===== src/rtl/alu_iterative_exec.sv =====
// alu_iterative_exec
//   Execute-stage ALU. add/sub/and/or/slt complete in one cycle; sll runs as
//   an iterative one-bit-per-cycle shifter behind a start/busy/done handshake.
//   result and zero are registered and held until the next completion.
//
//   Build option: define ALU_BARREL_SHIFT_EN to compute sll combinationally
//   (src_b << shamt) with single-cycle latency; the SHIFT state is then never
//   entered and busy stays 0.
//
// Ports
//   clk, reset        rising-edge clock, asynchronous active-high reset
//   start             request, sampled only while busy=0
//   alu_control[2:0]  010 add, 110 sub, 000 and, 001 or, 111 slt, 011 sll
//   shift             1 = shift-type instruction (uses shamt)
//   src_a, src_b      operands (src_b is the shifted operand for sll)
//   shamt             shift amount
//   result, zero      registered result and (result == 0)
//   busy              1 while an iterative shift is in progress
//   done              one-cycle pulse when result/zero are newly updated
module alu_iterative_exec #(
  parameter int unsigned WIDTH   = 32,
  parameter int unsigned SHAMT_W = 5
) (
  input  logic               clk,
  input  logic               reset,
  input  logic               start,
  input  logic [2:0]         alu_control,
  input  logic               shift,
  input  logic [WIDTH-1:0]   src_a,
  input  logic [WIDTH-1:0]   src_b,
  input  logic [SHAMT_W-1:0] shamt,
  output logic [WIDTH-1:0]   result,
  output logic               zero,
  output logic               busy,
  output logic               done
);

  typedef enum logic {IDLE, SHIFT} state_t;

  state_t             state_q, state_d;
  logic [WIDTH-1:0]   acc_q, acc_d;
  logic [SHAMT_W-1:0] cnt_q, cnt_d;
  logic [WIDTH-1:0]   result_q, result_d;
  logic               zero_q, zero_d;
  logic               done_q, done_d;

  logic [WIDTH-1:0]   op_res;
  logic               iter_shift;
  logic               lt;

  assign lt = $signed(src_a) < $signed(src_b);

  // Single-cycle result. For the iterative build, code 011 only reaches this
  // path with shift=0 or shamt=0, both of which leave src_b unshifted.
  always_comb begin
    op_res = '0;
    case (alu_control)
      3'b010: op_res = src_a + src_b;
      3'b110: op_res = src_a - src_b;
      3'b000: op_res = src_a & src_b;
      3'b001: op_res = src_a | src_b;
      3'b111: op_res = {{(WIDTH-1){1'b0}}, lt};
`ifdef ALU_BARREL_SHIFT_EN
      3'b011: op_res = shift ? (src_b << shamt) : src_b;
`else
      3'b011: op_res = src_b;
`endif
      default: op_res = '0;
    endcase
  end

`ifdef ALU_BARREL_SHIFT_EN
  assign iter_shift = 1'b0;
`else
  assign iter_shift = shift && (alu_control == 3'b011) && (shamt != '0);
`endif

  always_comb begin
    state_d  = state_q;
    acc_d    = acc_q;
    cnt_d    = cnt_q;
    result_d = result_q;
    zero_d   = zero_q;
    done_d   = 1'b0;
    case (state_q)
      IDLE: begin
        if (start) begin
          if (iter_shift) begin
            acc_d   = src_b;
            cnt_d   = shamt;
            state_d = SHIFT;
          end else begin
            result_d = op_res;
            zero_d   = (op_res == '0);
            done_d   = 1'b1;
          end
        end
      end
      SHIFT: begin
        acc_d = acc_q << 1;
        cnt_d = cnt_q - SHAMT_W'(1);
        // Final step writes the last shifted value straight to result.
        if (cnt_q == SHAMT_W'(1)) begin
          result_d = acc_q << 1;
          zero_d   = ((acc_q << 1) == '0);
          done_d   = 1'b1;
          state_d  = IDLE;
        end
      end
      default: state_d = IDLE;
    endcase
  end

  always_ff @(posedge clk or posedge reset) begin
    if (reset) begin
      state_q  <= IDLE;
      acc_q    <= '0;
      cnt_q    <= '0;
      result_q <= '0;
      zero_q   <= 1'b1;
      done_q   <= 1'b0;
    end else begin
      state_q  <= state_d;
      acc_q    <= acc_d;
      cnt_q    <= cnt_d;
      result_q <= result_d;
      zero_q   <= zero_d;
      done_q   <= done_d;
    end
  end

  assign result = result_q;
  assign zero   = zero_q;
  assign done   = done_q;
  assign busy   = (state_q == SHIFT);

endmodule


===== config.mk =====
export PLATFORM = sky130hd
export DESIGN_NAME = alu_iterative_exec
export DESIGN_NICKNAME = d
export VERILOG_FILES = /design/src/rtl/alu_iterative_exec.sv
export SDC_FILE = /design/constraint.sdc
export NUM_CORES = 1
export LEC_CHECK = 0
export ABC_CLOCK_PERIOD_IN_PS = 5100
export CORE_MARGIN = 4
export CORE_UTILIZATION = 45
export CTS_BUF_LIST = sky130_fd_sc_hd__clkbuf_4
export CTS_CLUSTER_DIAMETER = 60
export CTS_CLUSTER_SIZE = 25
export DETAILED_ROUTE_END_ITERATION = 7
export DONT_BUFFER_PORTS = 1
export SLEW_MARGIN = 15
export SYNTH_ARGS = -nofsm -noshare
export SYNTH_HDL_FRONTEND = slang
export SYNTH_SLANG_ARGS = --single-unit

===== constraint.sdc =====
create_clock -name clk -period 5.1 [get_ports clk]
set_clock_uncertainty 0.05 [all_clocks]
set_input_delay 1.02 -clock clk [delete_from_list [all_inputs] [get_ports clk]]
set_output_delay 1.02 -clock clk [all_outputs]
set_load 0.02 [all_outputs]

# --- Word level (Yosys, flattened, before mapping) ---
# Index checks and enable logic that the tools add are counted.
op_classes:
  n_mux: 23
  n_reduce_logical: 8
  eq_ne: 10
  n_lt_le_gt_ge: 1
  n_bitwise: 3
  addsub: 3
op_table:
  columns: ["operator", "count"]
  rows:
  - ["case mux 32 bit (6 select lines)", 1]
  - ["two-way mux 32 bit", 3]
  - ["logical NOT 32 bit", 2]
  - ["case mux 32 bit (2 select lines)", 1]
  - ["two-way mux 31 bit", 2]
  - ["case mux 31 bit (2 select lines)", 1]
  - ["adder 32 bit", 1]
  - ["bitwise AND 32 bit", 1]
  - ["less-than comparator 32 bit", 1]
  - ["OR 32 bit", 1]
  - ["subtractor 32 bit", 1]
  - ["two-way mux 5 bit", 2]
  - ["case mux 5 bit (2 select lines)", 1]
  - ["two-way mux 1 bit", 9]
  - ["== test 3 x 2 -> 1 bit (second input constant)", 2]
  - ["== test 3 bit (second input constant)", 2]
  - ["inequality test 2 bit (second input constant)", 3]
  - ["case mux 1 bit (2 select lines)", 3]
  - ["== test 5 x 1 -> 1 bit (second input constant)", 1]
  - ["nonzero test 5 bit", 1]
  - ["subtractor 5 x 1 -> 5 bit (second input constant)", 1]
  - ["== test 3 x 1 -> 1 bit (second input constant)", 1]
  - ["logical NOT 3 bit", 1]
  - ["AND reduction 3 bit", 1]
  - ["4 further kinds", 5]
totals:
  output_inout_bits: 35
  regBits: 71

# --- Logic depth before layout (Yosys ltp) ---
# Gate-level depths: netlist of the first run.
logic_depth:
  word_depth: 6
  mapped_depth: 15
  depth_no_buf: 15

# --- Worst setup path after synthesis of the first run ---
# No wires, ideal clock.
synth_path:
  path_type: "in2reg"
  startpoint: "in src_b[15]"
  endpoint: "reg zero_q, in the netlist zero"
  slack_ns: 0.897
  arrival_ns: 4.067
  setup_time_ns: 0.086
  path_stages: 14
  path_cell_list: "inv_1 > ha_1 > clkbuf_1 > inv_1 > or3_1 > a2111oi_0 > nor3_1 > o21ai_1 > xor2_1 > a221o_1 > or3_1 > nor4_1 > nand4_1 > o31ai_2"
synth_between:
  elab_chain_len: 6
synth_rtl:
  columns: ["element", "line", "text"]
  rows:
  - ["start: declaration", "30", "input logic [WIDTH-1:0] src_b,"]
  - ["subtractor 32 bit, or another cell as far along", "59", "3'b110: op_res = src_a - src_b;"]
  - ["case mux 32 bit (6 select lines) (*)", "57", "case (alu_control)"]
  - ["logical NOT 32 bit (*)", "94", "zero_d = (op_res == '0);"]
  - ["two-way mux 1 bit (*)", "88", "if (iter_shift) begin"]
  - ["two-way mux 1 bit (*)", "87", "if (start) begin"]
  - ["case mux 1 bit (2 select lines) (*)", "85", "case (state_q)"]
  - ["end signal: assignment", "127", "zero_q <= zero_d;"]
  - ["end: declaration", "44", "logic zero_q, zero_d;"]
# Mark *: on every way between the ends. The rest lies on a longest branch, timed or not. The select of a mux whose other input is x is not followed.
# A chain may end at the register's enable or synchronous reset.

# --- Worst setup path after layout of the first run ---
layout_path:
  startpoint: "in src_a[0]"
  endpoint: "reg zero_q, in the netlist zero"
layout_between:
  elab_chain_len: 6
layout_rtl:
  columns: ["element", "line", "text"]
  rows:
  - ["start: declaration", "29", "input logic [WIDTH-1:0] src_a,"]
  - ["subtractor 32 bit, or another cell as far along", "59", null]
  - ["case mux 32 bit (6 select lines) (*)", "57", null]
  - ["logical NOT 32 bit (*)", "94", null]
  - ["two-way mux 1 bit (*)", "88", null]
  - ["two-way mux 1 bit (*)", "87", null]
  - ["case mux 1 bit (2 select lines) (*)", "85", null]
# Marks and branches as above.

==> results of run 1 <==
layer usage:
layer	routed length [um]	GRT usage (%)	part of all wire, %
met3	2914	4.570	9.5
met1	13600	39.30	44
met4	744	7.991	2.4
met5	0	0	0
met2	13370	41.37	44
power by group:
| part | internal (W) | leakage (nW) | total [W] | switching [W] |
|---|---|---|---|---|
| logic | 0.000470 | 3.28 | 0.00116 | 0.000686 |
| registers | 0.000799 | 0.752 | 0.00115 | 0.000354 |
| clock network | 0.000248 | 0.0884 | 0.000468 | 0.000219 |
| total | 0.00152 | 4.12 | 0.00278 | 0.00126 |
state kept, by name (all words and copies together) (netlist names):
register  flops
acc_q        31
result       32
busy          1
cnt_q         5
done          1
zero          1
stage by stage:
step / area [um2] / utilization (%) / hold slack, ps / power, W / setup slack, ps
floorplan: 8875 / - / 426.6 / 0.001998 / 896.7
global placement: 9090 / 46.86 / 448.3 / 0.002297 / 223.5
detailed placement: 9090 / 46.86 / 459.1 / 0.002307 / 222.1
CTS: 9279 / 47.83 / 490.5 / 0.002776 / 673.2
global route: 9281 / 47.85 / 519.0 / 0.002979 / 267.4
finish: 9281 / 47.85 / 488.5 / 0.002777 / 649.5
cell families (layout without fill, tap and decap cells):
group / Yosys count / count (layout) / share of synthesized area, %
and+or+nand+nor: 398 / 398 / 21.27
AOI/OAI and AO/OA: 372 / 372 / 28.48
adders and majority gates: 107 / 107 / 15.25
muxes: 38 / 38 / 4.497
buffers and inverters: 174 / 136 / 7.599
DFF: 71 / 71 / 20.03
xor gates and xnor gates: 29 / 29 / 2.862
other: 0 / 1 / 0
placed cells by master, fill, tap and decap left out, types with 12 or more instances in the layout:
cell type	netlist	routed
nand4_1	12	12
a21oi_1	91	91
ha_1	105	105
mux2i_1	32	32
dfrtp_1	70	70
o21bai_1	28	28
nor3_1	22	22
buf_4	0	25
nor4_1	20	20
nand2b_1	18	18
nand2_1	109	109
a31oi_1	42	42
nand3_1	18	18
o21ai_0	46	46
a22oi_1	23	23
a211oi_1	12	12
nor2_1	135	134
a21o_1	14	14
nor2b_1	17	17
inv_1	94	92
xnor2_1	20	20
worst max-delay path: stages:
cell	delay (ps)
inv_1	60
ha_1	220
inv_1	70
fa_1	400
nor2b_1	180
o21ai_0	360
nand3_1	240
a41oi_1	260
o311ai_0	280
nor4_1	430
nand4bb_1	150
nor4_1	250
nor4bb_1	440
nand4_1	160
o31ai_2	230
cell type report:
class	count	area share, %
Clock buffer	9	0.7280
Timing Repair Buffer	25	2.022
Tap cell	265	3.572
Clock inverter	7	1.308
Antenna cell	1	0.02696
Sequential cell	71	19.16
Inverter	95	3.842
Multi-Input combinational cell	944	69.34
final timing paths:
path	startpoint	endpoint	slack, ps
max	src_a[0]	zero$_DFFE_PP1P_	650
min	cnt_q[3]$_DFFE_PP0P_	cnt_q[3]$_DFFE_PP0P_	490
max reg2reg	busy$_DFF_PP0_	zero$_DFFE_PP1P_	1980
min reg2reg	cnt_q[3]$_DFFE_PP0P_	cnt_q[3]$_DFFE_PP0P_	490
max in group asynchronous	reset	acc_q[3]$_DFFE_PP0P_	3480
min in group asynchronous	reset	result[19]$_DFFE_PP0P_	580
==> flow_summary.toml, run 1 <==
[status]
outcome = "finished, final reports clean"

[min_path]
hold_class = "flop to flop"
holdPathStages = 1

[global_routing]
grt-ovfl-total = 0
grt_pass1_vias = 8308
grt_use_total_pct = 27.09
antenna_found_initial = 1
grt_max_degree = 68
grt_pass1_wl_mm = 47.64

[pwr]
vdd_drop_max_mv = 0.1549
p_per_area_nw_per_um2 = 299.2
p_leak_nw = 4.119

[setup_path]
arrival_ps = 4750
worstPathRequired_ps = 5400
reg2regPathDepth = 9
crit_type = "input pin to flop"
cp_max_fo = 4
crit_path_end_kind = "flop"
start_kind = "input pin"

[finish]
num-nets-final = 1329
syn2layout_area_growth_pct = 4.582
finalNonFillerCells = 1417
multi_input_area_um2 = 6436
regArea_um2 = 1778
drive_above_1_share_pct = 5.821
n_fill_cell = 2068

[die]
ios = 111
row_count = 51
core-area_um2 = 19400
die_w_um = 148.4
die-area_um2 = 22030
die_y_um = 148.4
initial_core_util_pct = 45.75

[timing]
tightest_slew_ps = 921.1
hold_viol = 0
min_period_ps = 4451
max-slew-margin-rel_pct = 38.60
fin_crit_sh_pct = 87.26
fmax_mhz = 224.7
slew_violations = 0
tns_ps = 0
setup_viol = 0
rsz0062_at_grt = "false"

[placed_design]
place_congestion = 0.9972
dp.cells = 1400
portBuffers = 0
dp_hpwl_mm = 23.66

[synth]
ys_async_sr_fraction_pct = 100.0
yosysMostFrequentCell = "nor2_1"
netlist_area_um2 = 8875
synth_ff_type = "dfrtp_1"
synthTopCellsByCount = "nor2_1 (135), nand2_1 (109), ha_1 (105), inv_1 (94), a21oi_1 (91)"
synth_area_leaders = "dfrtp_1 (20%), ha_1 (15%), nor2_1 (5.7%)"
synth_seq_cells = 71
synth_warnings = 0
synth_fp_nets = 1372
synth_top_area_share_pct = 19.74
syn_avg_cell_area_um2 = 7.464
synth_top_area_cell = "dfrtp_1"
synth_edf_count = 0
ys_seq_area_share_pct = 20.03
ys_types = 84
synthCells = 1189

[clock_network]
clk_transition_reported_paths_ps = 120
numCtsBuffers = 9
cts_root_buf = "clkbuf_4"
postCtsResizedCells = 0
clockBufferDepth = 2
cts_sinks = 71
clock_latency_ps = 440
h-tree-depth = 3
cts_tree = "yes"
post_cts_buffers = 0
ctsHoldBuffers = 0

[drt]
wl_per_cell_um = 21.62
dr.first_iter.drc_count = 875
vias = 8908
via_per_inst = 6.287
drcViolationCount = 0
detail-route-antenna-nets = 0
drt_pass1_iterations = 6
drt_wl_total_mm = 30.64

[flow_run]
cap_viol_max_count = 0
(Power assumes the default switching activity.)
==> run 2: changes to the inputs <==
--- a/config.mk
+++ b/config.mk
@@ -13,6 +13,8 @@
 export CTS_CLUSTER_SIZE = 25
 export DETAILED_ROUTE_END_ITERATION = 7
 export DONT_BUFFER_PORTS = 1
+export GPL_ROUTABILITY_DRIVEN = 0
+export SKIP_CTS_REPAIR_TIMING = 1
 export SLEW_MARGIN = 15
 export SYNTH_ARGS = -nofsm -noshare
 export SYNTH_HDL_FRONTEND = slang
==> run 2 against run 1 <==
Count of clock-buffer cells in the layout grew 1; setup slack gained 49 ps; first-iteration DRC count grew 4.8%; non-clock buffer count shrank 2; routed wire length shrank 1.8%; design area shrank 0.34%; maximum frequency grew 1.1%; combinational power is essentially flat; sequential share of layout area grew 0.065 points; critical endpoint unchanged; largest cell class unchanged.
==> flow_summary.toml, run 2 (same netlist as run 1, synthesis figures left out) <==
[status]
outcome = "finished, final reports clean"

[flow_run]
cap_viol_max_count = 0

[drt]
via_per_inst = 6.257
wl_per_cell_um = 21.27
detail-route-antenna-nets = 0
dr.first_iter.drc_count = 917
vias = 8848
drt_wl_total_mm = 30.07
drcViolationCount = 0
drt_pass1_iterations = 5

[global_routing]
grt_util_met3_pct = 5.941
use_met1_pct = 37.74
grt_max_degree = 68
grt-ovfl-total = 0
top_usage_layer = "met2"
grt_pass1_wl_mm = 46.77
antenna_found_initial = 2
grt_use_total_pct = 26.66
grt_pass1_vias = 8223
grt_use_met2_pct = 40.33

[setup_path]
endpoint = "zero$_DFFE_PP1P_"
r2r-start = "busy$_DFF_PP0_"
arrival_ps = 4710
crit_path_max_incr_delay_ps = 440
cp_max_fo = 4
start_kind = "input pin"
r2r-end = "zero$_DFFE_PP1P_"
slowest_stage = "nor4bb_1"
reg2regPathDepth = 10
worstPathRequired_ps = 5410
crit_type = "input pin to flop"
critPathBufInv = 2
path_delay_family = "simple AND/OR/NAND/NOR gates"
cp_common_cell = "inv_1"
r2r_slack_ps = 2250
path_depth = 15
cp-startpoint = "src_a[0]"
crit_path_end_kind = "flop"
crit_chain = "inv_1, ha_1, inv_1, fa_1, nor2b_1, o21ai_0, nand3_1, a221oi_1, xnor2_1, o22ai_1, nand4bb_1, nor4_1, nor4bb_1, nand4_1, o31ai_2"

[min_path]
hold_class = "flop to flop"

[finish]
regArea_um2 = 1778
final_cell_mix = "nor2_1 (134), nand2_1 (109), ha_1 (105)"
num-nets-final = 1327
multi_input_area_um2 = 6436
drive_above_1_share_pct = 5.401
n_fill_cell = 2024
finalInstanceArea_um2 = 9250
syn2layout_area_growth_pct = 4.229
largest_register_ffs = 32
layout_commonest_cell = "nor2_1"

[pwr]
p_leak_nw = 4.111
power.total_w = 0.002766
vdd_drop_max_mv = 0.1269
p_per_area_nw_per_um2 = 299.0

[die]
core-area_um2 = 19400
ios = 111
die_w_um = 148.4
die-area_um2 = 22030
initial_core_util_pct = 45.75
row_count = 51
die_y_um = 148.4

[timing]
rsz0062_at_grt = "false"
tightest_slew_ps = 1036
slew_violations = 0
tns_ps = 0
max-slew-margin-rel_pct = 30.83
setup_viol = 0
fin_crit_sh_pct = 86.30
min_period_ps = 4401
fmax_mhz = 227.2
hold_viol = 0

[placed_design]
post_dp_cell_area_um2 = 9075
dp_hpwl_mm = 23.03
portBuffers = 0

[clock_network]
cts_tree = "yes"
clock_latency_ps = 440
clockBufferDepth = 2
clk_transition_reported_paths_ps = 110
h-tree-depth = 3
cts_sinks = 71
cts_root_buf = "clkbuf_4"
numCtsBuffers = 9
-- run 2: worst reg2reg max path: stages, from the launching register on --
cell	delay (ps)
dfrtp_1	340
buf_4	330
nand4b_1	270
o21ai_4	150
nand4b_1	120
nor4_1	260
nand4bb_1	180
nor4_1	240
nor4bb_1	440
nand4_1	160
o31ai_2	240
-- run 2: worst min path at each step --
stage | cells after the start | to | slack, ps | start
2_1_floorplan | 1 | cnt_q[4]$_DFFE_PP0P_ | 430 | cnt_q[4]$_DFFE_PP0P_
3_3_place_gp | 1 | cnt_q[4]$_DFFE_PP0P_ | 450 | cnt_q[4]$_DFFE_PP0P_
3_5_place_dp | 1 | cnt_q[4]$_DFFE_PP0P_ | 450 | cnt_q[4]$_DFFE_PP0P_
4_1_cts | 1 | cnt_q[4]$_DFFE_PP0P_ | 480 | cnt_q[4]$_DFFE_PP0P_
5_1_grt | 1 | cnt_q[4]$_DFFE_PP0P_ | 500 | cnt_q[4]$_DFFE_PP0P_
6_report | 1 | cnt_q[4]$_DFFE_PP0P_ | 490 | cnt_q[4]$_DFFE_PP0P_
-- run 2: where the power goes --
part	switching, W	internal (W)	leakage [nW]
sequential	0.000352	0.000800	0.752
combinational	0.000694	0.000469	3.27
clock	0.000203	0.000248	0.0915
-- run 2: area by class of cell --
cell class              count  share of cell area, %
multi-input cells         944                  69.58
flip-flops and latches     71                  19.22
inverters                  95                  3.855
well taps                 265                  3.584
repair buffers             23                  1.867
clock inverters             5                  1.055
clock buffers              10                 0.8116
diodes                      1                0.02705
-- run 2: through the flow --
stage | worst slack [ps] | hold WS [ps] | cells | utilization [%]
final | 698.8 | 486.8 | 1414 | 47.68
after detailed placement | 268.9 | 453.5 | 1398 | 46.78
after global placement | 263.6 | 448.2 | 1398 | 46.78
after global routing | 449.6 | 501.9 | 1414 | 47.68
after floorplan | 896.7 | 426.6 | 1189 | -
after CTS | 723.6 | 484.4 | 1413 | 47.67
-- run 2: layer usage --
metal  share of wire [%]  up-vias
met5               0.023        -
met2                  43      419
met4                 3.1        2
met1                  44     4188
li1                    -     4179
met3                 9.7       60
